## src/rtl/sb3320_run_motor.sv

```systemverilog
// Line-follow and node-turn motor controller: debounced 3-bit line sensing,
// steering PWM, halt at nodes and commanded straight/left/right/U-turn manoeuvres.
module sb3320_run_motor #(
    parameter int unsigned PWM_PERIOD   = 50000,
    parameter int unsigned DUTY_FWD     = 35000,
    parameter int unsigned DUTY_TURN    = 30000,
    parameter int unsigned DEBOUNCE_CYC = 2500,
    parameter int unsigned CLEAR_CYC    = 12500000,
    parameter int unsigned TURN_TIMEOUT = 150000000
) (
    input  logic       clk_50,
    input  logic       rst_n,
    input  logic       sensor_l,
    input  logic       sensor_m,
    input  logic       sensor_r,
    input  logic       turn_start,
    input  logic [2:0] turn_dir,
    output logic [2:0] turn,
    output logic       l_motor,
    output logic       r_motor,
    output logic       gndl,
    output logic       motor_stopped,
    output logic       turn_done
);

    localparam int unsigned PW   = $clog2(PWM_PERIOD);
    localparam int unsigned DW   = $clog2(PWM_PERIOD + 1);
    localparam int unsigned DBW  = $clog2(DEBOUNCE_CYC + 1);
    localparam int unsigned TMAX = (CLEAR_CYC > TURN_TIMEOUT) ? CLEAR_CYC : TURN_TIMEOUT;
    localparam int unsigned TW   = $clog2(TMAX);

    localparam logic [DW-1:0] C_DUTY_FWD  = DW'(DUTY_FWD);
    localparam logic [DW-1:0] C_DUTY_TURN = DW'(DUTY_TURN);

    localparam logic [2:0] DIR_FWD   = 3'b001;
    localparam logic [2:0] DIR_LEFT  = 3'b010;
    localparam logic [2:0] DIR_RIGHT = 3'b011;
    localparam logic [2:0] DIR_XTRM  = 3'b100;

    localparam logic [2:0] TURN_STOP  = 3'b000;
    localparam logic [2:0] TURN_FWD   = 3'b001;
    localparam logic [2:0] TURN_LEFT  = 3'b010;
    localparam logic [2:0] TURN_RIGHT = 3'b011;

    typedef enum logic [2:0] {
        ST_FOLLOW,
        ST_HALT,
        ST_CLEAR,
        ST_SEEK,
        ST_DONE
    } state_t;

    state_t           r_state;
    state_t           w_state_nxt;
    logic [2:0]       r_sync1;
    logic [2:0]       r_sync2;
    logic [2:0]       r_cand;
    logic [2:0]       r_pat;
    logic [2:0]       r_last_ns;
    logic [2:0]       r_dir;
    logic [DBW-1:0]   r_db_cnt;
    logic [PW-1:0]    r_pwm;
    logic [TW-1:0]    r_timer;
    logic             r_mask;
    logic             r_halt_arm;
    logic             r_phase;
    logic             r_l_motor;
    logic             r_r_motor;
    logic             r_gndl;
    logic             r_stopped;
    logic             r_done;

    logic             w_stable;
    logic             w_accept;
    logic [2:0]       w_class;
    logic [2:0]       w_dir_eff;
    logic [DW-1:0]    w_duty_l;
    logic [DW-1:0]    w_duty_r;
    logic             w_gndl;
    logic             w_stopped;
    logic             w_done;

    assign w_stable = (r_db_cnt == DBW'(DEBOUNCE_CYC));
    assign w_accept = turn_start && (r_state == ST_HALT) && r_halt_arm;

    always_ff @(posedge clk_50 or negedge rst_n) begin
        if (!rst_n) begin
            r_sync1  <= '0;
            r_sync2  <= '0;
            r_cand   <= '0;
            r_pat    <= '0;
            r_db_cnt <= '0;
        end else begin
            r_sync1 <= {sensor_l, sensor_m, sensor_r};
            r_sync2 <= r_sync1;
            if (r_sync2 != r_cand) begin
                r_cand   <= r_sync2;
                r_db_cnt <= DBW'(1);
            end else if (!w_stable) begin
                r_db_cnt <= r_db_cnt + 1'b1;
            end
            if (w_stable) begin
                r_pat <= r_cand;
            end
        end
    end

    // Line lost (000) falls back to the last non-stop classification.
    always_comb begin
        w_class = r_last_ns;
        case (r_pat)
            3'b010, 3'b101: w_class = TURN_FWD;
            3'b100, 3'b110: w_class = TURN_LEFT;
            3'b001, 3'b011: w_class = TURN_RIGHT;
            3'b111:         w_class = TURN_STOP;
            default:        w_class = r_last_ns;
        endcase
    end

    assign turn = w_class;

    always_ff @(posedge clk_50 or negedge rst_n) begin
        if (!rst_n) begin
            r_last_ns <= TURN_FWD;
        end else if (w_class != TURN_STOP) begin
            r_last_ns <= w_class;
        end
    end

    always_ff @(posedge clk_50 or negedge rst_n) begin
        if (!rst_n) begin
            r_state <= ST_FOLLOW;
        end else begin
            r_state <= w_state_nxt;
        end
    end

    always_comb begin
        w_state_nxt = r_state;
        case (r_state)
            ST_FOLLOW: begin
                if (w_class == TURN_STOP && !r_mask) begin
                    w_state_nxt = ST_HALT;
                end
            end
            ST_HALT: begin
                if (w_accept) begin
                    case (turn_dir)
                        DIR_FWD, DIR_LEFT, DIR_RIGHT: w_state_nxt = ST_CLEAR;
                        DIR_XTRM:                     w_state_nxt = ST_SEEK;
                        default:                      w_state_nxt = ST_HALT;
                    endcase
                end
            end
            ST_CLEAR: begin
                if (r_timer == TW'(CLEAR_CYC - 1)) begin
                    w_state_nxt = (r_dir == DIR_FWD) ? ST_DONE : ST_SEEK;
                end
            end
            ST_SEEK: begin
                if (r_timer == TW'(TURN_TIMEOUT - 1) || (r_phase && r_pat[1])) begin
                    w_state_nxt = ST_DONE;
                end
            end
            ST_DONE:   w_state_nxt = ST_FOLLOW;
            default:   w_state_nxt = ST_FOLLOW;
        endcase
    end

    // Outputs are decoded from the next state so the registered drive changes on the
    // same edge as the state, keeping halt latency to one cycle after adoption.
    assign w_dir_eff = (r_state == ST_HALT) ? turn_dir : r_dir;

    always_comb begin
        w_duty_l  = '0;
        w_duty_r  = '0;
        w_gndl    = 1'b0;
        w_stopped = 1'b0;
        w_done    = 1'b0;
        case (w_state_nxt)
            ST_FOLLOW: begin
                case (w_class)
                    TURN_LEFT:  w_duty_r = C_DUTY_FWD;
                    TURN_RIGHT: w_duty_l = C_DUTY_FWD;
                    default: begin
                        w_duty_l = C_DUTY_FWD;
                        w_duty_r = C_DUTY_FWD;
                    end
                endcase
            end
            ST_HALT:  w_stopped = 1'b1;
            ST_CLEAR: begin
                w_duty_l = C_DUTY_FWD;
                w_duty_r = C_DUTY_FWD;
            end
            ST_SEEK: begin
                case (w_dir_eff)
                    DIR_LEFT:  w_duty_r = C_DUTY_TURN;
                    DIR_RIGHT: w_duty_l = C_DUTY_TURN;
                    DIR_XTRM: begin
                        w_duty_l = C_DUTY_TURN;
                        w_duty_r = C_DUTY_TURN;
                        w_gndl   = 1'b1;
                    end
                    default: ;
                endcase
            end
            ST_DONE:  w_done = 1'b1;
            default: ;
        endcase
    end

    always_ff @(posedge clk_50 or negedge rst_n) begin
        if (!rst_n) begin
            r_dir      <= '0;
            r_timer    <= '0;
            r_mask     <= 1'b0;
            r_halt_arm <= 1'b0;
            r_phase    <= 1'b0;
        end else begin
            r_halt_arm <= (r_state == ST_HALT);
            if (w_accept) begin
                r_dir <= turn_dir;
            end
            if (w_state_nxt != r_state) begin
                r_timer <= '0;
            end else if (r_state == ST_CLEAR || r_state == ST_SEEK) begin
                r_timer <= r_timer + 1'b1;
            end
            // Mask node detection after a manoeuvre until the node pattern is gone.
            if (r_state == ST_DONE) begin
                r_mask <= 1'b1;
            end else if (r_pat != 3'b111) begin
                r_mask <= 1'b0;
            end
            if (r_state != ST_SEEK) begin
                r_phase <= 1'b0;
            end else if (!r_pat[1]) begin
                r_phase <= 1'b1;
            end
        end
    end

    always_ff @(posedge clk_50 or negedge rst_n) begin
        if (!rst_n) begin
            r_pwm     <= '0;
            r_l_motor <= 1'b0;
            r_r_motor <= 1'b0;
            r_gndl    <= 1'b0;
            r_stopped <= 1'b0;
            r_done    <= 1'b0;
        end else begin
            if (r_pwm == PW'(PWM_PERIOD - 1)) begin
                r_pwm <= '0;
            end else begin
                r_pwm <= r_pwm + 1'b1;
            end
            r_l_motor <= (DW'(r_pwm) < w_duty_l);
            r_r_motor <= (DW'(r_pwm) < w_duty_r);
            r_gndl    <= w_gndl;
            r_stopped <= w_stopped;
            r_done    <= w_done;
        end
    end

    assign l_motor       = r_l_motor;
    assign r_motor       = r_r_motor;
    assign gndl          = r_gndl;
    assign motor_stopped = r_stopped;
    assign turn_done     = r_done;

endmodule

```

## config.mk

```make
export PLATFORM = sky130hd
export DESIGN_NAME = sb3320_run_motor
export DESIGN_NICKNAME = d
export VERILOG_FILES = /design/src/rtl/sb3320_run_motor.sv
export SDC_FILE = /design/constraint.sdc
export NUM_CORES = 1
export LEC_CHECK = 0
export CAP_MARGIN = 25
export CORE_ASPECT_RATIO = 1.1
export CORE_MARGIN = 3
export CORE_UTILIZATION = 45
export CTS_CLUSTER_DIAMETER = 80
export DETAILED_ROUTE_END_ITERATION = 8
export PLACE_DENSITY_LB_ADDON = 0.05
export SKIP_LAST_GASP = 1
export SYNTH_ARGS = -nofsm -noshare
export SYNTH_HDL_FRONTEND = slang
export SYNTH_SLANG_ARGS = --single-unit
```

## constraint.sdc

```tcl
create_clock -name clk_50 -period 2.7 [get_ports clk_50]
set_input_delay 0.405 -clock clk_50 [delete_from_list [all_inputs] [get_ports clk_50]]
set_output_delay 0.405 -clock clk_50 [all_outputs]
set_load 0.05 [all_outputs]
```

== Word-level counts from Yosys, hierarchy flattened ==
Cells that the tools add are included.
Operators by class
  $add $sub $neg: 3
  $lt $le $gt $ge: 2
  equality and inequality tests: 35
  multiplexer cells: 28
  reduce and logical (&&, ||, !) cells: 19
Operators with widths (number)
  16-bit one-hot mux with 3 select lines: 2
  28-bit 2-to-1 mux: 2
  16-bit 2-to-1 mux: 3
  3-bit by 2-bit equality test with 1-bit output (second input constant): 12
  16-bit < comparator: 2
  15-bit 2-to-1 mux: 2
  28-bit by 1-bit adder with 28-bit output (second input constant): 1
  28-bit by 24-bit equality test with 1-bit output (second input constant): 1
  28-bit equality test (second input constant): 1
  3-bit equality test (second input constant): 8
  12-bit 2-to-1 mux: 2
  3-bit one-hot mux with 4 select lines: 2
  3-bit 2-to-1 mux: 6
  16-bit by 1-bit adder with 16-bit output (second input constant): 1
  16-bit equality test (second input constant): 1
  3-bit by 1-bit equality test with 1-bit output (second input constant): 5
  12-bit by 1-bit adder with 12-bit output (second input constant): 1
  12-bit equality test (second input constant): 1
  2-bit OR reduction: 5
  3-bit zero test: 3
  1-bit 2-to-1 mux: 8
  3-bit inequality test: 2
  1-bit logical AND: 4
  2-bit by 1-bit inequality test with 1-bit output (second input constant): 2
  8 further kinds: 10
Storage, ports and cells
  bits in registers: 85
  bits of input ports: 9
  output and inout port bits: 8
  logic and storage cells: 105

== Longest topological paths before layout ==
Gate-level depths: netlist of run 1.
  depth after elaboration: 10
  depth in mapped cells: 15
  depth with buffers taken out: 15

== Least setup slack after synthesis of run 1 ==
OpenSTA, ideal clock, no wires.
  path type: flip-flop to flip-flop
  start point: register r_pat[2]
  end point: register r_r_motor (netlist: r_motor)
  setup time: 0.120 ns
  data arrival time: 3.815 ns
  data required time: 2.580 ns
  path slack: -1.235 ns
  stages on the path, launching flop included: 13
  path buffers: 1
  clock period less this slack: 3.935 ns
  cell sequence: dfrtp_1 > buf_2 > nor4b_1 > nor3b_1 > o21ai_0 > nand2_1 > ha_1 > o211ai_1 > a21oi_1 > a211oi_1 > o21a_1 > o31a_1 > a41o_1
Between the ends
  longest elaborated chain between the ends: 10
  elaborated cells on any way between the ends: 22
  those cells by class: order compare: 1; eq/ne: 10; mux: 5; reduce/logical: 6
Ends and longest elaborated chain
  start, declared: line 58  | logic [2:0] r_pat;
  start signal, assigned: line 103  | r_pat <= r_cand;
  3-bit by 1-bit equality test with 1-bit output (tied with other cells): line 111  | case (r_pat)
  2-bit OR reduction: line 111
  3-bit one-hot mux with 4 select lines *: line 111
  net turn[2]: line 18  | output logic [2:0] turn,
  3-bit zero test: line 142  | if (w_class == TURN_STOP && !r_mask) begin
  1-bit logical AND: line 142
  3-bit 2-to-1 mux: line 142
  3-bit one-hot mux with 4 select lines: line 140  | case (r_state)
  3-bit by 2-bit equality test with 1-bit output / 3-bit zero test (equally long branches): line 180  | case (w_state_nxt)
  16-bit one-hot mux with 3 select lines *: line 180
  16-bit < comparator *: line 259  | r_r_motor <= (DW'(r_pwm) < w_duty_r);
  end signal, assigned: line 259
  end, declared: line 68  | logic r_r_motor;
The timed path passes the listed nets; every way through them passes the cells marked *.
A chain may end at the register's enable or synchronous reset.

== Worst setup path in the final report of run 1 ==
  start point: register r_timer[13]
  end point: register r_l_motor (netlist: l_motor)
Between the ends
  longest elaborated chain between the ends: 7
  elaborated cells on any way between the ends: 11
  those cells by class: order compare: 1; eq/ne: 4; mux: 4; reduce/logical: 2
Ends and longest elaborated chain
  start, declared: line 63  | logic [TW-1:0] r_timer;
  start signal, assigned: line 228  | r_timer <= r_timer + 1'b1;
  28-bit equality test: line 161  | if (r_timer == TW'(TURN_TIMEOUT - 1) || (r_phase && r_pat[1])) begin
  1-bit logical OR: line 161
  3-bit 2-to-1 mux: line 161
  3-bit one-hot mux with 4 select lines *: line 140
  net w_state_nxt[1]: line 54  | state_t w_state_nxt;
  3-bit by 2-bit equality test with 1-bit output / 3-bit zero test (equally long branches): line 180
  16-bit one-hot mux with 3 select lines *: line 180
  16-bit < comparator *: line 258  | r_l_motor <= (DW'(r_pwm) < w_duty_l);
  end signal, assigned: line 258
  end, declared: line 67  | logic r_l_motor;
Marks and branches as above.

==> results.json, run 1 <==
{
  "rsz0062_at_grt": "true",
  "grt_pass1_vias": 3732,
  "synth.avg_cell_area_um2": 10.35,
  "fin_cells": 712,
  "cpMaxStageDelayCell": "or3_4",
  "tightest_slew_ns": 0.5163,
  "placed_area_um2": 5744,
  "max_slew_margin": 0.6548,
  "hold_path_class": "flop to flop",
  "status": "finished with violations",
  "die_h_um": 114.0,
  "grt_max_degree": 54,
  "max_clock_freq_mhz": 322.2,
  "rows": 38,
  "grt_use_total": 0.1849,
  "nNetsFinal": 600,
  "drive_above_1_share": 0.3077,
  "violations": "setup timing",
  "io-pin-count": 17,
  "fin_util": 0.6167,
  "setup_ws_ns": -0.4040,
  "gr-total-overflow": 0,
  "cp.arrival_ns": 3.38,
  "fin_crit_sh": 1.150,
  "power_density_nw_per_um2": 755.3,
  "grt_first_pass_wirelength_um": 17700,
  "cts_tree": "built",
  "ant_nets": 0,
  "htree_levels": 3,
  "remaining_drc_errors": 0,
  "synth_edf_count": 0,
  "syn_inst": 461,
  "tns_ns": -0.8002,
  "comb_power_share": 0.463,
  "drt-total-wl_um": 10250,
  "peakVddDrop_mv": 0.8013,
  "gp_congestion": 0.8068,
  "clock_latency_ns": 0.36,
  "cts_sinks": 85,
  "viasPerCell": 5.145,
  "cp_cell_sequence": "buf_4 -> and4_4 -> nand4_1 -> or3_4 -> a31o_4 -> a21boi_4 -> buf_6 -> nand2_8 -> ha_4 -> o211ai_1 -> a21oi_1 -> a211o_1 -> a31oi_2 -> nand3b_1 -> o31ai_1",
  "final_area_um2": 6216,
  "setup_viol": 2,
  "synth_most_common_cell": "dfrtp_1",
  "cp-end-kind": "flop",
  "cp-start-kind": "flop",
  "clockPowerShare": 0.233,
  "critPathMaxStageDelay_ns": 0.45,
  "drv_slew": 0,
  "internal_power_mw": 3.032,
  "start_util": 0.4733,
  "fin_worst_skew_ns": 0.007924,
  "maxCapViolations": 0,
  "critPathMaxFanout": 5,
  "worst-setup-path-type": "flop to flop",
  "ys_seq_elements": 85,
  "path_clk_slew_ns": 0.09,
  "drt_pre_antenna_iters": 4,
  "synth.largest_area_cell": "dfrtp_1",
  "ys.flop_type": "dfrtp_1",
  "cts_root_buf": "clkbuf_8",
  "drt_iter0_markers": 96,
  "p_leak_nw": 2.746,
  "portBuffers": 16,
  "yosysSeqAreaShare": 0.4461,
  "cts_buffers": 9,
  "antenna_found_initial": 0,
  "vias": 3663,
  "cts_buffer_depth": 2,
  "synth_top_area_frac": 0.4406,
  "yosys_warnings": 0,
  "placedCellCount": 685,
  "synth_commonest_cells": "84 x dfrtp_1, 52 x nor2_1, 36 x nand2_1",
  "coreArea_um2": 10080,
  "fp.dieW_um": 104.2,
  "seqPwrFrac": 0.305,
  "sw_frac_of_total": 0.3542,
  "die-area_um2": 11870,
  "dpl_worst_slack_ns": -0.5790,
  "yosys.cell_types.count": 59,
  "syn2layout_area_growth_pct": 30.29,
  "async_flop_share": 1.000,
  "synth_fp_nets": 494,
  "power_switching_mw": 1.663,
  "dpl.hpwl_um": 7298,
  "wl_per_cell_um": 14.40,
  "period_needed_ns": 3.104,
  "total_power_mw": 4.695,
  "hold_slack_ns": 0.3520,
  "post_synth_main_area_contributors": "dfrtp_1 44%, ha_1 6.3%, xnor2_1 5.1%",
  "syn_area_um2": 4771,
  "cp_data_required_time_ns": 2.97,
  "hold_violations": 0,
  "antenna_cells": 0
}
## layout make-up
type / instances / area, um^2
multi-input combinational: 349 / 2715
fill: 883 / 3864
clock inverter: 6 / 111.4
clock buffer: 10 / 127.6
timing repair buffer: 111 / 915.9
inverter: 11 / 41.29
sequential: 85 / 2130
tap: 140 / 175.2
## path summary, 6_finish.rpt
path                             start      endpoint  cells after the start  slack, ns
max in group asynchronous        rst_n  r_last_ns[0]                      3       1.51
min                         r_sync1[0]    r_sync2[0]                      0       0.35
min reg2reg                 r_sync1[0]    r_sync2[0]                      0       0.35
max                        r_timer[13]       l_motor                     15      -0.40
min in group asynchronous        rst_n   r_db_cnt[3]                      2       0.53
max reg2reg                r_timer[13]       l_motor                     15      -0.40
## power by group through the flow
stage,Clock [mW],Sequential (mW),Combinational (mW)
4_1_cts,1.12,1.43,2.14
5_1_grt,1.16,1.44,2.41
2_1_floorplan,0,1.51,1.32
6_report,1.09,1.43,2.17
3_5_place_dp,0,1.45,1.99
3_3_place_gp,0,1.45,1.95
## sequential cells by signal, indices dropped and copies added, names as in the netlist
register	cells
r_db_cnt	12
r_last_ns	3
r_dir	3
r_pwm	16
r_phase	1
r_timer	28
r_sync1	3
r_mask	1
r_pat	3
r_cand	3
l_motor	1
r_sync2	3
gndl	1
r_motor	1
r_state	3
r_halt_arm	1
motor_stopped	1
turn_done	1
## cell families after synthesis
| kind of cell | Yosys count | share of synthesized area |
|---|---|---|
| buffers and inverters | 27 | 0.03357 |
| AO/OA/AOI/OAI | 47 | 0.07212 |
| flip-flops | 85 | 0.4461 |
| AND/OR/NAND/NOR | 214 | 0.2636 |
| adder cells (fa/ha/maj) | 24 | 0.06294 |
| XOR/XNOR | 54 | 0.09914 |
| multiplexers | 10 | 0.02255 |
## worst max-delay path: cells and delay by family, from the launching register on
kind | cells | cell delay (ns)
AOI/OAI and AO/OA | 7 | 1.14
and+or+nand+nor | 5 | 0.98
DFF | 1 | 0.40
buffers and inverters | 2 | 0.28
adders and majority gates | 1 | 0.20
## cell usage in the layout, fill, tap and decap left out, types with 3 or more instances in the layout
cell             Yosys  routed
buf_4                2      89
dfrtp_1             84      83
nor2_1              52      51
nand2_1             36      35
xnor2_1             28      28
xor2_1              26      26
nand3_1             23      22
nand4_1             20      20
nor2_4              20      20
ha_1                24      16
clkdlybuf4s50_1      0      14
inv_1               11      11
and3_1              11      11
nor3_1              11       9
a21oi_1             11       9
clkbuf_8             0       9
ha_4                 0       7
mux2_2               6       6
nand2b_1             6       5
o21ai_0              7       5
and4_1               5       4
mux2i_1              4       4
a211o_1              4       4
buf_6                2       4
nor3b_1              3       3
nor2b_1              3       3
o31a_1               3       3
and2_1               4       3
bufinv_16            0       3
## metal layers
| metal | GRT usage | wire length [um] | vias to the layer above |
|---|---|---|---|
| li1 | - | - | 1826 |
| met1 | 0.2333 | 4715 | 1785 |
| met2 | 0.3221 | 5172 | 38 |
| met3 | 0.02547 | 177 | 14 |
| met4 | 0.07535 | 186 | 0 |
| met5 | 0 | 0 | - |
## what timing repair did
action | 4_1_cts | 5_1_grt
pin swaps | 14 | 8
endpoints found under the setup margin | 2 | 3
hold buffers | 1 | 0
resized for setup | 12 | 14
endpoints found under the hold margin | 32 | 0
setup buffers | 5 | 5
No activity file was read; power rests on OpenSTA's default activity.
==> inputs of run 2 (changes only) <==
REMOVE_ABC_BUFFERS = 1   (was default)
clock period = 3.7 ns   (was 2.7 ns; I/O delays follow)
==> run 2 against run 1 <==
The run now ends clean. Sequential cell count unchanged. Largest power group unchanged. Combinational power fell by 49%. Largest cell class unchanged. Non-clock buffer count fell by 86. Sequential power is 26% lower.
==> results.json, run 2 (synthesis gave the netlist of run 1 again) <==
{
  "cts_buffer_depth": 2,
  "ant_nets": 0,
  "gr-total-overflow": 0,
  "remaining_drc_errors": 0,
  "io-pin-count": 17,
  "r2r_slack_ns": 0.32,
  "largest_reg_flops": 28,
  "cts_buffers": 9,
  "setup_ws_ns": 0.3249,
  "crit_buf_inv": 0,
  "drive_above_1_share": 0.1379,
  "timing.rr.end": "l_motor",
  "start_util": 0.4733,
  "drt_pre_antenna_iters": 4,
  "status": "finished, final reports clean",
  "power_density_nw_per_um2": 535.9,
  "power_switching_mw": 1.073,
  "internal_power_mw": 1.749,
  "peakVddDrop_mv": 0.4055,
  "grt_use_total": 0.1693,
  "cts_sinks": 85,
  "final_cell_mix": "83 x dfrtp_1, 52 x nor2_1, 35 x nand2_1",
  "final_common_cell": "dfrtp_1",
  "antenna_found_initial": 0,
  "setup_viol": 0,
  "worstSetupStartpoint": "r_timer[18]",
  "crit_top_cell": "a21oi_1",
  "grt_first_pass_wirelength_um": 16310,
  "placed_area_um2": 5044,
  "syn2layout_area_growth_pct": 10.41,
  "drt_iter0_markers": 94,
  "clock_latency_ns": 0.35,
  "nNetsFinal": 514,
  "cts_root_buf": "clkbuf_8",
  "viasPerCell": 5.275,
  "maxCapViolations": 0,
  "tightest_slew_ns": 1.031,
  "dpl.hpwl_um": 6778,
  "fin_crit_sh": 0.9122,
  "wl_per_cell_um": 14.96,
  "sw_frac_of_total": 0.3803,
  "gp_congestion": 0.8611,
  "hold_path_class": "input pin to asynchronous set/reset pin",
  "cts_tree": "built",
  "period_needed_ns": 3.375,
  "crit_family": "compound AO/OA/AOI/OAI gates",
  "path_clk_slew_ns": 0.09,
  "antenna_cells": 0,
  "rsz0062_at_grt": "false",
  "cp.depth": 13,
  "postCtsHoldBufs": 0,
  "worst-setup-path-type": "flop to flop",
  "fp.dieW_um": 104.2,
  "comb_power_share": 0.394,
  "dpl_worst_slack_ns": 0.1390,
  "critPathMaxStageDelay_ns": 0.46,
  "cp_cell_sequence": "nor4b_1 -> nand4_1 -> o31a_1 -> a21oi_4 -> o21a_1 -> nand2b_1 -> ha_1 -> a21oi_1 -> a21oi_1 -> a211o_1 -> a31oi_2 -> nand3b_1 -> o31ai_1",
  "hold_slack_ns": 0.1334,
  "cpMaxStageDelayCell": "dfrtp_1",
  "critPathMaxFanout": 6,
  "final_area_um2": 5268,
  "die_h_um": 114.0,
  "rows": 38,
  "multi_input_area_um2": 2492,
  "cp-start-kind": "flop",
  "p_leak_nw": 2.221,
  "portBuffers": 16,
  "cp-end-kind": "flop",
  "drt-total-wl_um": 9367,
  "regMostFlops": "r_timer",
  "critPathCapture": "l_motor",
  "grt_max_degree": 36,
  "clockPowerShare": 0.232,
  "die-area_um2": 11870,
  "reg2reg_from": "r_timer[18]",
  "fin_worst_skew_ns": 0.004657,
  "vias": 3302,
  "seq_area_um2": 2130,
  "coreArea_um2": 10080,
  "grt_pass1_vias": 3359,
  "hold_violations": 0,
  "max_clock_freq_mhz": 296.3,
  "cp_data_required_time_ns": 3.97,
  "htree_levels": 3,
  "top_regs": "r_timer x28, r_pwm x16, r_db_cnt x12",
  "drv_slew": 0,
  "nFillCells": 969,
  "seqPwrFrac": 0.374,
  "r2r_cells": 13,
  "cp.arrival_ns": 3.64,
  "max_slew_margin": 0.3073
}
-- run 2: power groups by stage --
stage	clock [mW]	combinational (mW)	sequential [mW]
finish	0.655	1.11	1.06
global route	0.717	1.25	1.07
CTS	0.677	1.10	1.06
detailed placement	0	1.09	1.07
global placement	0	1.07	1.07
floorplan	0	0.754	1.11
-- run 2: worst min-delay path by stage --
stage | start | endpoint | cells past startpoint | slack [ns]
after floorplan | rst_n | gndl | 0 | 0.26
after global placement | r_sync1[1] | r_sync2[1] | 0 | 0.34
after detailed placement | r_sync1[2] | r_sync2[2] | 0 | 0.33
after CTS | rst_n | r_sync1[1] | 1 | 0.14
after global routing | rst_n | r_db_cnt[9] | 1 | 0.15
final | rst_n | r_sync1[1] | 1 | 0.13
-- run 2: final cells by class --
class                           count  area share
Clock buffer                       10     0.02423
Clock inverter                      6     0.01211
Inverter                           11    0.007838
Multi-Input combinational cell    349      0.4732
Sequential cell                    85      0.4043
Tap cell                          140     0.03325
Timing Repair Buffer               25     0.04513
-- run 2: layer usage --
metal / vias to the layer above / part of all wire / GRT usage
li1: 1647 / - / -
met1: 1598 / 0.48 / 0.2237
met2: 39 / 0.47 / 0.2748
met3: 18 / 0.023 / 0.03565
met4: 0 / 0.022 / 0.06560
met5: - / 0 / 0
-- run 2: metrics by stage --
step,TNS [ns],utilization,std cells,power (mW)
2_1_floorplan,-0.1982,-,445,1.866
3_3_place_gp,0,0.5004,607,2.137
3_5_place_dp,0,0.5004,607,2.168
4_1_cts,0,0.5194,623,2.829
5_1_grt,0,0.5226,626,3.030
6_report,0,0.5226,626,2.823
-- run 2: repair_timing --
| item | in CTS | in global routing |
|---|---|---|
| setup buffers | 0 | 3 |
| setup endpoints to repair | 0 | 1 |
| resized for setup | 0 | 3 |
-- run 2: worst register-to-register path, stage by stage (launching register included) --
cell	delay [ns]
dfrtp_1	0.46
nor4b_1	0.38
nand4_1	0.21
o31a_1	0.38
a21oi_4	0.17
o21a_1	0.21
nand2b_1	0.19
ha_1	0.28
a21oi_1	0.13
a21oi_1	0.08
a211o_1	0.29
a31oi_2	0.21
nand3b_1	0.10
o31ai_1	0.20
==> inputs of run 3 (changes only) <==
HOLD_SLACK_MARGIN = 0.03   (was default)
RECOVER_POWER = 100   (was default)
clock period = 4.4 ns   (was 3.7 ns; I/O delays follow)
==> run 3 against run 2 <==
Register-to-register slack improved by 0.35 ns. Count of clock-buffer cells in the layout rose by 1. Highest routed layer unchanged. Routed wire length rose by 0.62%. Maximum frequency fell by 9.4%. The flow now finishes with violations (capacitance limit, slew limit). Cell area fell by 1.3%. Die area did not move. Sequential share of layout area rose by 0.52 points. Worst hold slack improved by 0.23 ns. Combinational power fell by 24%. Cell count fell by 1.1%. Sequential cell count did not move. First-iteration DRC count fell by 19%.
==> results.json, run 3 (synthesis gave the netlist of run 1 again) <==
{
  "status": "finished with violations",
  "violations": "capacitance limit, slew limit",
  "crit_family": "compound AO/OA/AOI/OAI gates",
  "die_h_um": 114.0,
  "cts_sinks": 85,
  "worst-setup-path-type": "flop to flop",
  "setup_ws_ns": 0.6755,
  "crit_buf_inv": 0,
  "final_common_cell": "dfrtp_1",
  "power_density_nw_per_um2": 458.2,
  "fin_worst_skew_ns": 0.003206,
  "setup_viol": 0,
  "drv_slew": 55,
  "ant_nets": 0,
  "final_cell_mix": "84 x dfrtp_1, 53 x nor2_1, 36 x nand2_1",
  "cpMaxStageDelayCell": "dfrtp_1",
  "max_clock_freq_mhz": 268.5,
  "cp_cell_sequence": "nor3b_4 -> and3_1 -> and2_1 -> a31o_2 -> a21boi_0 -> nand3_1 -> ha_1 -> o211ai_1 -> a21oi_1 -> a211oi_1 -> o21a_1 -> o31a_1 -> a41o_1",
  "grt_pass1_vias": 3324,
  "cts_buffers": 9,
  "clockPowerShare": 0.269,
  "cp.depth": 13,
  "top_regs": "r_timer x28, r_pwm x16, r_db_cnt x12",
  "comb_power_share": 0.354,
  "cp-end-kind": "flop",
  "maxCapViolations": 1,
  "sw_frac_of_total": 0.3690,
  "dpl_worst_slack_ns": 0.7864,
  "timing.rr.end": "r_motor",
  "cp_data_required_time_ns": 4.65,
  "postCtsHoldBufs": 0,
  "critPathMaxFanout": 10,
  "placedCellCount": 603,
  "fp.dieW_um": 104.2,
  "cts_tree": "built",
  "antenna_cells": 0,
  "regMostFlops": "r_timer",
  "path_clk_slew_ns": 0.09,
  "syn2layout_area_growth_pct": 8.943,
  "fin_crit_sh": 0.8465,
  "seqPwrFrac": 0.377,
  "drt_pre_antenna_iters": 4,
  "grt_max_degree": 55,
  "peakVddDrop_mv": 0.3287,
  "cts_setup_buffers": 0,
  "period_needed_ns": 3.724,
  "drt_iter0_markers": 76,
  "power_switching_uw": 878.7,
  "p_leak_nw": 2.204,
  "gp_congestion": 0.7784,
  "r2r_slack_ns": 0.68,
  "portBuffers": 16,
  "hold_slack_ns": 0.3595,
  "io-pin-count": 17,
  "reg2reg_from": "r_state[1]",
  "antenna_found_initial": 0,
  "max_slew_margin": -0.8870,
  "rsz0062_at_grt": "false",
  "cts_root_buf": "clkbuf_8",
  "drt-total-wl_um": 9425,
  "hold_violations": 0,
  "start_util": 0.4733,
  "grt_first_pass_wirelength_um": 16340,
  "drive_above_1_share": 0.1086,
  "coreArea_um2": 10080,
  "viasPerCell": 5.357,
  "worstSetupStartpoint": "r_state[1]",
  "htree_levels": 3,
  "fin_util": 0.5156,
  "gr-total-overflow": 0,
  "hold_path_class": "flop to flop",
  "die-area_um2": 11870,
  "grt_use_total": 0.1711,
  "r2r_cells": 13,
  "clock_latency_ns": 0.36,
  "largest_reg_flops": 28,
  "dpl.hpwl_um": 6726,
  "tightest_slew_ns": 2.830,
  "nNetsFinal": 507,
  "internal_power_mw": 1.503,
  "cp.arrival_ns": 3.98,
  "cp-start-kind": "flop",
  "fin_cells": 619,
  "vias": 3316,
  "rows": 38,
  "cts-resized-gates": 0,
  "wl_per_cell_um": 15.23,
  "tns_ns": 0,
  "critPathCapture": "r_motor",
  "remaining_drc_errors": 0,
  "cts_buffer_depth": 2,
  "critPathMaxStageDelay_ns": 0.54
}
## run 3: cell type report
type                    count  area [um^2]
fillers                   944         4882
multi-input cells         349         2455
clock buffers              11        151.4
well taps                 140        175.2
inverters                  11        41.29
repair buffers             18        163.9
clock inverters             5        82.58
flip-flops and latches     85         2128
## run 3: metrics by stage
step           area (um^2)  total power, mW
3_5_place_dp          5001            1.792
4_1_cts               5235            2.439
3_3_place_gp          5001            1.767
6_report              5197            2.381
2_1_floorplan         4652            1.569
5_1_grt               5197            2.540
## run 3: worst min-delay path by stage
stage / start / end / slack [ns] / cells past startpoint
CTS: rst_n / r_sync1[1] / 0.36 / 1
global placement: r_sync1[1] / r_sync2[1] / 0.34 / 0
finish: r_sync1[1] / r_sync2[1] / 0.36 / 0
detailed placement: r_sync1[1] / r_sync2[1] / 0.34 / 0
floorplan: r_sync1[0] / r_sync2[0] / 0.33 / 0
global route: r_sync1[0] / r_sync2[0] / 0.37 / 0
## run 3: routing by layer
metal / GRT usage / vias to the layer above / part of all wire
li1: - / 1641 / -
met1: 0.2346 / 1622 / 0.48
met2: 0.2705 / 41 / 0.47
met3: 0.02264 / 12 / 0.024
met4: 0.08156 / 0 / 0.021
met5: 0 / - / 0
## run 3: worst reg2reg max path, cell delays in order, from the launching register on
cell and delay (ns):
dfrtp_1 0.54, nor3b_4 0.39, and3_1 0.32, and2_1 0.18, a31o_2 0.12, a21boi_0 0.49
nand3_1 0.34, ha_1 0.40, o211ai_1 0.09, a21oi_1 0.18, a211oi_1 0.08, o21a_1 0.20
o31a_1 0.10, a41o_1 0.20
## run 3: power groups by stage
stage               combinational [mW]  sequential, mW  clock, mW
floorplan                        0.634           0.935          0
global placement                 0.853           0.914          0
detailed placement               0.878           0.914          0
CTS                              0.880           0.899      0.660
global route                     0.943           0.908      0.689
finish                           0.843           0.898      0.640
